<file path="src/rtl/cpu_isa_pkg.sv">
// Shared ISA constants for the multi-cycle CPU: opcodes, extender
// select codes and the field-decode FSM encoding.
package cpu_isa_pkg;

    localparam logic [5:0] OP_RTYPE = 6'h00;
    localparam logic [5:0] OP_J     = 6'h02;
    localparam logic [5:0] OP_JAL   = 6'h03;
    localparam logic [5:0] OP_BEQ   = 6'h04;
    localparam logic [5:0] OP_BNE   = 6'h05;
    localparam logic [5:0] OP_ADDI  = 6'h08;
    localparam logic [5:0] OP_XORI  = 6'h0E;
    localparam logic [5:0] OP_LW    = 6'h23;
    localparam logic [5:0] OP_SW    = 6'h2B;

    localparam logic [1:0] EXT_IMM  = 2'b00;
    localparam logic [1:0] EXT_BR   = 2'b01;
    localparam logic [1:0] EXT_JMP  = 2'b10;
    localparam logic [1:0] EXT_NONE = 2'b11;

    typedef enum logic [1:0] {
        ST_IDLE    = 2'b00,
        ST_CAPTURE = 2'b01,
        ST_VALID   = 2'b10
    } fd_state_t;

endpackage

</file>
<file path="src/rtl/opcode_classify.sv">
// Maps a 6-bit opcode to the extender select and an illegal flag.
// Purely combinational so the control unit can reuse it.
module opcode_classify
    import cpu_isa_pkg::*;
(
    input  logic [5:0] i_opcode,
    output logic [1:0] o_ext_sel,
    output logic       o_illegal
);

    always_comb begin
        o_ext_sel = EXT_NONE;
        o_illegal = 1'b0;
        case (i_opcode)
            OP_RTYPE:                       o_ext_sel = EXT_NONE;
            OP_J, OP_JAL:                   o_ext_sel = EXT_JMP;
            OP_BEQ, OP_BNE:                 o_ext_sel = EXT_BR;
            OP_ADDI, OP_XORI, OP_LW, OP_SW: o_ext_sel = EXT_IMM;
            default: begin
                o_ext_sel = EXT_NONE;
                o_illegal = 1'b1;
            end
        endcase
    end

endmodule

</file>
<file path="src/rtl/instr_field_decode.sv">
// Instruction register and field-decode stage: IR capture, registered
// field slices, extender select, and a valid/ack handoff to control.
module instr_field_decode
    import cpu_isa_pkg::*;
(
    input  logic        clk,
    input  logic        reset,
    input  logic        ir_we,
    input  logic [31:0] instr_in,
    output logic        busy,
    output logic        fields_valid,
    input  logic        fields_ack,
    output logic [5:0]  opcode,
    output logic [4:0]  rs,
    output logic [4:0]  rt,
    output logic [4:0]  rd,
    output logic [4:0]  shamt,
    output logic [5:0]  funct,
    output logic [15:0] imm16,
    output logic [25:0] target26,
    output logic [1:0]  ext_sel,
    output logic        illegal
);

    fd_state_t   r_state;
    logic [31:0] r_ir;
    logic        r_busy;
    logic        r_valid;
    logic [5:0]  r_opcode;
    logic [4:0]  r_rs;
    logic [4:0]  r_rt;
    logic [4:0]  r_rd;
    logic [4:0]  r_shamt;
    logic [5:0]  r_funct;
    logic [15:0] r_imm16;
    logic [25:0] r_target26;
    logic [1:0]  r_ext_sel;
    logic        r_illegal;

    logic [1:0]  w_ext_sel;
    logic        w_illegal;

    opcode_classify u_classify (
        .i_opcode  (r_ir[31:26]),
        .o_ext_sel (w_ext_sel),
        .o_illegal (w_illegal)
    );

    always_ff @(posedge clk) begin
        if (reset) begin
            r_state    <= ST_IDLE;
            r_ir       <= '0;
            r_busy     <= 1'b0;
            r_valid    <= 1'b0;
            r_opcode   <= '0;
            r_rs       <= '0;
            r_rt       <= '0;
            r_rd       <= '0;
            r_shamt    <= '0;
            r_funct    <= '0;
            r_imm16    <= '0;
            r_target26 <= '0;
            r_ext_sel  <= EXT_NONE;
            r_illegal  <= 1'b0;
        end else begin
            case (r_state)
                ST_IDLE: begin
                    if (ir_we) begin
                        r_ir    <= instr_in;
                        r_busy  <= 1'b1;
                        r_state <= ST_CAPTURE;
                    end
                end
                ST_CAPTURE: begin
                    r_opcode   <= r_ir[31:26];
                    r_rs       <= r_ir[25:21];
                    r_rt       <= r_ir[20:16];
                    r_rd       <= r_ir[15:11];
                    r_shamt    <= r_ir[10:6];
                    r_funct    <= r_ir[5:0];
                    r_imm16    <= r_ir[15:0];
                    r_target26 <= r_ir[25:0];
                    r_ext_sel  <= w_ext_sel;
                    r_illegal  <= w_illegal;
                    r_state    <= ST_VALID;
                end
                ST_VALID: begin
                    // Ack wins over a concurrent ir_we; that word is dropped.
                    if (fields_ack) begin
                        r_valid <= 1'b0;
                        r_busy  <= 1'b0;
                        r_state <= ST_IDLE;
                    end else begin
                        r_valid <= 1'b1;
                    end
                end
                default: begin
                    r_valid <= 1'b0;
                    r_busy  <= 1'b0;
                    r_state <= ST_IDLE;
                end
            endcase
        end
    end

    assign busy         = r_busy;
    assign fields_valid = r_valid;
    assign opcode       = r_opcode;
    assign rs           = r_rs;
    assign rt           = r_rt;
    assign rd           = r_rd;
    assign shamt        = r_shamt;
    assign funct        = r_funct;
    assign imm16        = r_imm16;
    assign target26     = r_target26;
    assign ext_sel      = r_ext_sel;
    assign illegal      = r_illegal;

endmodule

</file>
<file path="config.mk">
export PLATFORM = sky130hd
export DESIGN_NAME = instr_field_decode
export DESIGN_NICKNAME = d
export VERILOG_FILES = /design/src/rtl/cpu_isa_pkg.sv /design/src/rtl/opcode_classify.sv /design/src/rtl/instr_field_decode.sv
export SDC_FILE = /design/constraint.sdc
export NUM_CORES = 1
export LEC_CHECK = 0
export ABC_AREA = 1
export BUFFER_PORTS_ARGS = -buffer_cell sky130_fd_sc_hd__buf_4
export CAP_MARGIN = 25
export CORE_ASPECT_RATIO = 1.1
export CORE_UTILIZATION = 45
export DETAILED_ROUTE_END_ITERATION = 7
export PLACE_DENSITY = 0.82
export SLEW_MARGIN = 20
export SYNTH_ARGS = -nofsm -noshare
export SYNTH_HDL_FRONTEND = slang
export SYNTH_SLANG_ARGS = --single-unit
</file>
<file path="constraint.sdc">
create_clock -name clk -period 2.23 [get_ports clk]
set_input_delay 0.223 -clock clk [delete_from_list [all_inputs] [get_ports clk]]
set_output_delay 0.223 -clock clk [all_outputs]
set_load 0.05 [all_outputs]
</file>
==> impl_metrics.csv, run 1 <==
group,metric,value,unit
placed_design,dp_hpwl,4165,um
sta,tns,0,ps
setup_path,r2r-start,"r_state[0]$_SDFFE_PP0P_",
sta,relSlewSlack,72.37,%
sta,min_period,1428,ps
sta,tightest_slew,413.9,ps
sta,slew_viol_final,0,
setup_path,path_class,"reg2reg",
logic_synthesis,synth_seq_cells,71,
floorplan,fp.dieH,86.91,um
cts,post_cts_buffers,0,
logic_synthesis,syn_inst,365,
status,status,"finished, final reports clean",
layout,final_common_cell,"nor2_1",
setup_path,crit_start,"r_state[0]$_SDFFE_PP0P_",
global_routing,grt_max_degree,42,
routing,dr.pass1.iters,4,
cts,cts_resized,0,
setup_path,startpoint_type,"flop",
flow_run,maxCapViolCount,0,
cts,cts_tree,"built",
global_routing,antenna_found_initial,0,
global_routing,grt_pass1_wl,9853,um
power_and_ir_drop,powerDensity,929.1,mW/mm2
logic_synthesis,ys_top_cells_by_area,"dfxtp_1 48%, nor2_1 15%, buf_4 12%, o21ai_0 8.3%, buf_6 3.4%",
placed_design,place.gp.congestion,0.7498,
hold_path,hold_path_class,"in2reg",
routing,topRoutingLayerUsed,"met4",
layout,final.fill_count,589,
routing,viasPerCell,4.800,
logic_synthesis,synth_top_flop_cell,"dfxtp_1",
logic_synthesis,avgSynthCellArea,8.080,um2
logic_synthesis,synthDominantCellAreaShare,48.20,%
setup_path,end_kind,"flop",
layout,antenna_cells,0,
floorplan,die_w,79.19,um
setup_path,cp_data_arrival_time,1690,ps
routing,met1_length,2390,um
floorplan,core-area,0.006231,mm2
floorplan,die-area,0.006882,mm2
layout,multi_input_area,985.9,um2
layout,drive_gt1_share,32.72,%
sta,finalHoldViolations,0,
routing,wl_per_cell,11.60,um
logic_synthesis,synth_cell_type_count,23,
power_and_ir_drop,peakVddDrop,0.0005735,V
setup_path,critPathMaxFanout,41,
cts,clk_path_buf_depth,2,
logic_synthesis,ys_async_sr_fraction,0,%
layout,final_cell_mix,"116 x nor2_1, 115 x buf_4, 71 x dfxtp_1",
sta,setup_violations,0,
sta,timing.final.crit_share,64.05,%
logic_synthesis,syn-num-nets,401,
routing,vias,2467,
power_and_ir_drop,leakage,1.692,nW
cts,clock-root-buffer,"clkbuf_8",
cts,cts_buffers,9,
logic_synthesis,netlist_area,0.002949,mm2
layout,regArea,0.001421,mm2
routing,dr_wl_met3,354,um
cts,htree_levels,3,
routing,drc_errors,0,
layout,area_delta_synth_final,23.80,%
cts,cts_sinks,71,
sta,skew,7.301,ps
placed_design,port_buffers,114,
global_routing,grt_pass1_vias,2313,
logic_synthesis,yosysTopAreaCell,"dfxtp_1",
cts,clk_pin_slew,70,ps
cts,postCtsHoldBufs,0,
logic_synthesis,ys_warn_count,0,
global_routing,grt_usage,18.50,%
routing,ant_nets,0,
routing,drt_iter0_drc,117,
sta,fmax,0.7001,GHz
logic_synthesis,synth_edf_count,0,
hold_path,worstHoldStart,"reset",
routing,totalWireLength,5960,um
logic_synthesis,synth-seq-area-share,48.20,%
sta,rsz0062_at_grt,"no",
global_routing,grt-ovfl-total,0,
floorplan,initial_core_util,47.33,%
setup_path,required,2490,ps
floorplan,pin_count,115,
sta,holdWs,103.4,ps
floorplan,fp-row-count,30,
cts,clock_latency,330,ps
layout,final_nets,465,
routing,wl_met2,3044,um
## layer usage
metal | vias up | global-route usage (%)
li1 | 1249 | -
met1 | 1120 | 19.28
met2 | 82 | 33.46
met3 | 16 | 5.131
met4 | 0 | 10.08
met5 | - | 0
## power by group
group | internal, mW | leakage (nW) | switching, mW | total (mW)
sequential | 1.37 | 0.585 | 0.0702 | 1.44
combinational | 0.253 | 0.988 | 0.581 | 0.834
clock | 0.668 | 0.119 | 0.447 | 1.12
total | 2.29 | 1.69 | 1.10 | 3.39
## flip-flops by register name, indices dropped and copies added (netlist names), 4 cells and up
signal / cells
opcode: 6
shamt: 4
rt: 4
r_ir: 32
funct: 5
rs: 5
rd: 4
## cell families after synthesis
logic type,Yosys count,share of synthesized area (%)
simple gates,137,18.50
buf+inv,74,18.37
flops,71,48.20
compound gates,82,14.64
xor+xnor,1,0.2970
## path summary, 6_finish.rpt
kind / end / slack (ps) / depth (start not counted)
worst max-delay path: illegal$_SDFFE_PP0P_ / 800 / 6
worst min-delay path: fields_valid$_SDFFE_PP0N_ / 100 / 2
worst max register to register: illegal$_SDFFE_PP0P_ / 800 / 6
worst min register to register: fields_valid$_SDFFE_PP0N_ / 480 / 2
## worst max-delay path, stage by stage, from the launching register on
cell,delay (ps)
dfxtp_1,450
nand2_4,240
inv_6,340
nor2_1,70
nor2_1,90
nand2_1,60
a21oi_1,100
## final cells by class
type | instances | share of cell area, %
flip-flops and latches | 71 | 38.93
clock buffers | 14 | 5.278
well taps | 80 | 2.742
multi-input cells | 220 | 27.00
clock inverters | 2 | 0.9596
inverters | 12 | 1.439
repair buffers | 115 | 23.65
## metrics by stage
step / setup slack, ps / std cells / power, mW / util, % / cell area (um2)
after global routing: 601.4 / 514 / 3.550 / 58.59 / 3651
after global placement: 842.5 / 498 / 2.292 / 54.94 / 3423
after floorplan: 1074 / 365 / 2.154 / - / 2949
after detailed placement: 790.9 / 498 / 2.312 / 54.94 / 3423
final: 801.7 / 514 / 3.392 / 58.59 / 3651
after CTS: 781.5 / 514 / 3.415 / 58.59 / 3651
## synth_stat cells, types with 2 or more instances
library cell,instances
a21oi_1,15
dfxtp_1,71
nand2_1,13
buf_6,9
nand3_1,3
o21ai_1,12
clkbuf_2,2
nand2_4,2
o21ai_2,5
buf_2,2
buf_4,46
clkbuf_1,2
nand4_1,2
nor2_1,116
inv_1,9
o21ai_0,49
Note: power is estimated with default switching activity, not from simulation.
==> run 2, diff against run 1 <==
- CORE_UTILIZATION: 45 -> 44
- PLACE_DENSITY: 0.82 -> 0.83
- clock period: 2.23 -> 1.18 ns (I/O delays scaled with it)
==> run 2 against run 1 <==
Against the previous run:
- die area grew 2.2%
- hold slack got worse by 79 ps
- setup slack worse by 750 ps
- critical path depth fell by 1
- first-iteration DRC count grew 13%
- maximum frequency up 27%
- sequential share of layout area decreased by 1.3 points
- wire length up 3.5%
- register-to-register slack worse by 750 ps
- non-clock buffer count increased by 12
- global-route usage fell by 0.53 points
- cell count is 2.5% higher
- highest routed layer unchanged
==> impl_metrics.csv, run 2 (same netlist as run 1, synthesis figures left out) <==
group,metric,value,unit
status,status,"finished, final reports clean",
sta,relSlewSlack,86.99,%
layout,largest-register,"r_ir",
global_routing,grt_max_degree,32,
power_and_ir_drop,powerDensity,1684,mW/mm2
sta,slew_viol_final,0,
routing,wl_per_cell,11.70,um
sta,tightest_slew,193.1,ps
layout,final_nets,478,
setup_path,r2r_cells,5,
setup_path,crit_path_top_delay_cell,"dfxtp_2",
floorplan,fp-row-count,30,
floorplan,pin_count,115,
layout,final_common_cell,"buf_4",
global_routing,grt_pass1_vias,2191,
setup_path,max_stage_delay,350,ps
cts,cts_tree,"built",
floorplan,fp.dieH,87.87,um
setup_path,critPathMaxFanout,7,
sta,fmax,0.8895,GHz
setup_path,critical_path_cell_count,5,
routing,totalWireLength,6167,um
cts,clk_path_buf_depth,2,
setup_path,startpoint_type,"flop",
cts,clk_pin_slew,70,ps
sta,finalHoldViolations,0,
setup_path,crit_chain,"nor2_4, nand2_4, buf_4, o21ai_0, nor2_1",
setup_path,path_class,"reg2reg",
sta,timing.final.crit_share,95.27,%
routing,drt_iter0_drc,132,
power_and_ir_drop,peakVddDrop,0.0008959,V
layout,regArea,0.001424,mm2
flow_run,maxCapViolCount,0,
layout,final.fill_count,579,
cts,cts_buffers,9,
setup_path,crit_start,"r_state[0]$_SDFFE_PP0P_",
global_routing,grt_usage,17.98,%
cts,clock_latency,330,ps
global_routing,antenna_found_initial,0,
sta,tns,0,ps
layout,area_delta_synth_final,28.47,%
cts,clock-root-buffer,"clkbuf_8",
cts,htree_levels,3,
hold_path,worstHoldStart,"instr_in[21]",
layout,antenna_cells,0,
placed_design,port_buffers,114,
routing,vias,2457,
sta,skew,6.925,ps
routing,ant_nets,0,
layout,final_cells,527,
setup_path,crit_family,"flip-flops",
floorplan,initial_core_util,46.77,%
sta,min_period,1124,ps
layout,drive_gt1_share,35.12,%
routing,drc_errors,0,
layout,final_cell_mix,"122 x buf_4, 115 x nor2_1, 69 x dfxtp_1",
placed_design,place.gp.congestion,0.8330,
floorplan,die-area,0.007034,mm2
routing,viasPerCell,4.662,
sta,setup_violations,0,
power_and_ir_drop,leakage,1.760,nW
routing,dr.pass1.iters,4,
hold_path,min_path_cells,3,
floorplan,die_w,80.06,um
placed_design,placed_cells,506,
floorplan,core-area,0.006306,mm2
setup_path,required,1400,ps
setup_path,crit_buf_inv,1,
global_routing,grt_pass1_wl,9577,um
setup_path,r2r-start,"r_state[0]$_SDFFE_PP0P_",
layout,multi_input_area,994.7,um2
setup_path,end_kind,"flop",
global_routing,grt-ovfl-total,0,
sta,rsz0062_at_grt,"yes",
setup_path,cp_data_arrival_time,1350,ps
placed_design,dp_hpwl,4395,um
layout,largest_register_ffs,32,
cts,cts_sinks,71,
hold_path,hold_path_class,"in2reg",
## run 2: cell types whose count changed in the layout (fill, tap and decap cells not counted), moves of 2 or more
| cell | before | now |
|---|---|---|
| dfxtp_2 | 0 | 2 |
| o21ai_1 | 12 | 21 |
| buf_4 | 115 | 122 |
| buf_12 | 0 | 4 |
| dfxtp_1 | 71 | 69 |
| clkbuf_8 | 14 | 12 |
| o21ai_0 | 49 | 40 |
## run 2: per-stage QoR
step | total power [mW] | setup slack [ps] | utilization [%] | hold WS, ps | instance area, um2
after global placement | 4.386 | 66.57 | 56.03 | 347.7 | 3533
after detailed placement | 4.424 | 23.23 | 56.03 | 343.6 | 3533
final | 6.379 | 55.76 | 60.08 | 24.16 | 3789
after global routing | 6.659 | -8.624 | 60.08 | 24.92 | 3789
after floorplan | 4.070 | 128.6 | - | 187.1 | 2949
after CTS | 6.402 | 4.494 | 59.50 | 10.17 | 3752
## run 2: final cells by class
class,count,share of cell area [%]
inverter,12,1.453
sequential,71,37.58
clock buffer,13,4.458
tap,80,2.642
multi-input combinational,221,26.25
timing repair buffer,127,26.55
clock inverter,3,1.057
## run 2: worst min-delay path: cells and delay by family
family / cells / cell delay [ps]
compound gates: 1 / 60
buf+inv: 1 / 80
simple gates: 1 / 70
## run 2: final timing paths
check / endpoint / slack (ps)
max: r_ir[11]$_SDFFE_PP0P_ / 60
min: r_ir[21]$_SDFFE_PP0P_ / 20
max reg2reg: r_ir[11]$_SDFFE_PP0P_ / 60
min reg2reg: fields_valid$_SDFFE_PP0N_ / 470
## run 2: what timing repair did
item                       in CTS  in global routing
resized for setup               0                 14
hold buffers                    1                  0
setup endpoints to repair       0                 60
setup buffers                   0                  3
hold endpoints to repair        3                  0
## run 2: routing by layer
metal	global-route usage (%)	vias to the layer above	routed length, um
met4	9.740	0	94
met5	0	-	0
li1	-	1281	-
met3	3.333	9	307
met2	32.63	74	3173
met1	19.77	1093	2592
## run 2: power breakdown
part	total [mW]	switching, mW	leakage, nW	internal (mW)
clock network	1.99	0.843	0.109	1.14
registers	2.73	0.132	0.586	2.59
logic	1.66	1.12	1.06	0.544
total	6.38	2.10	1.76	4.28
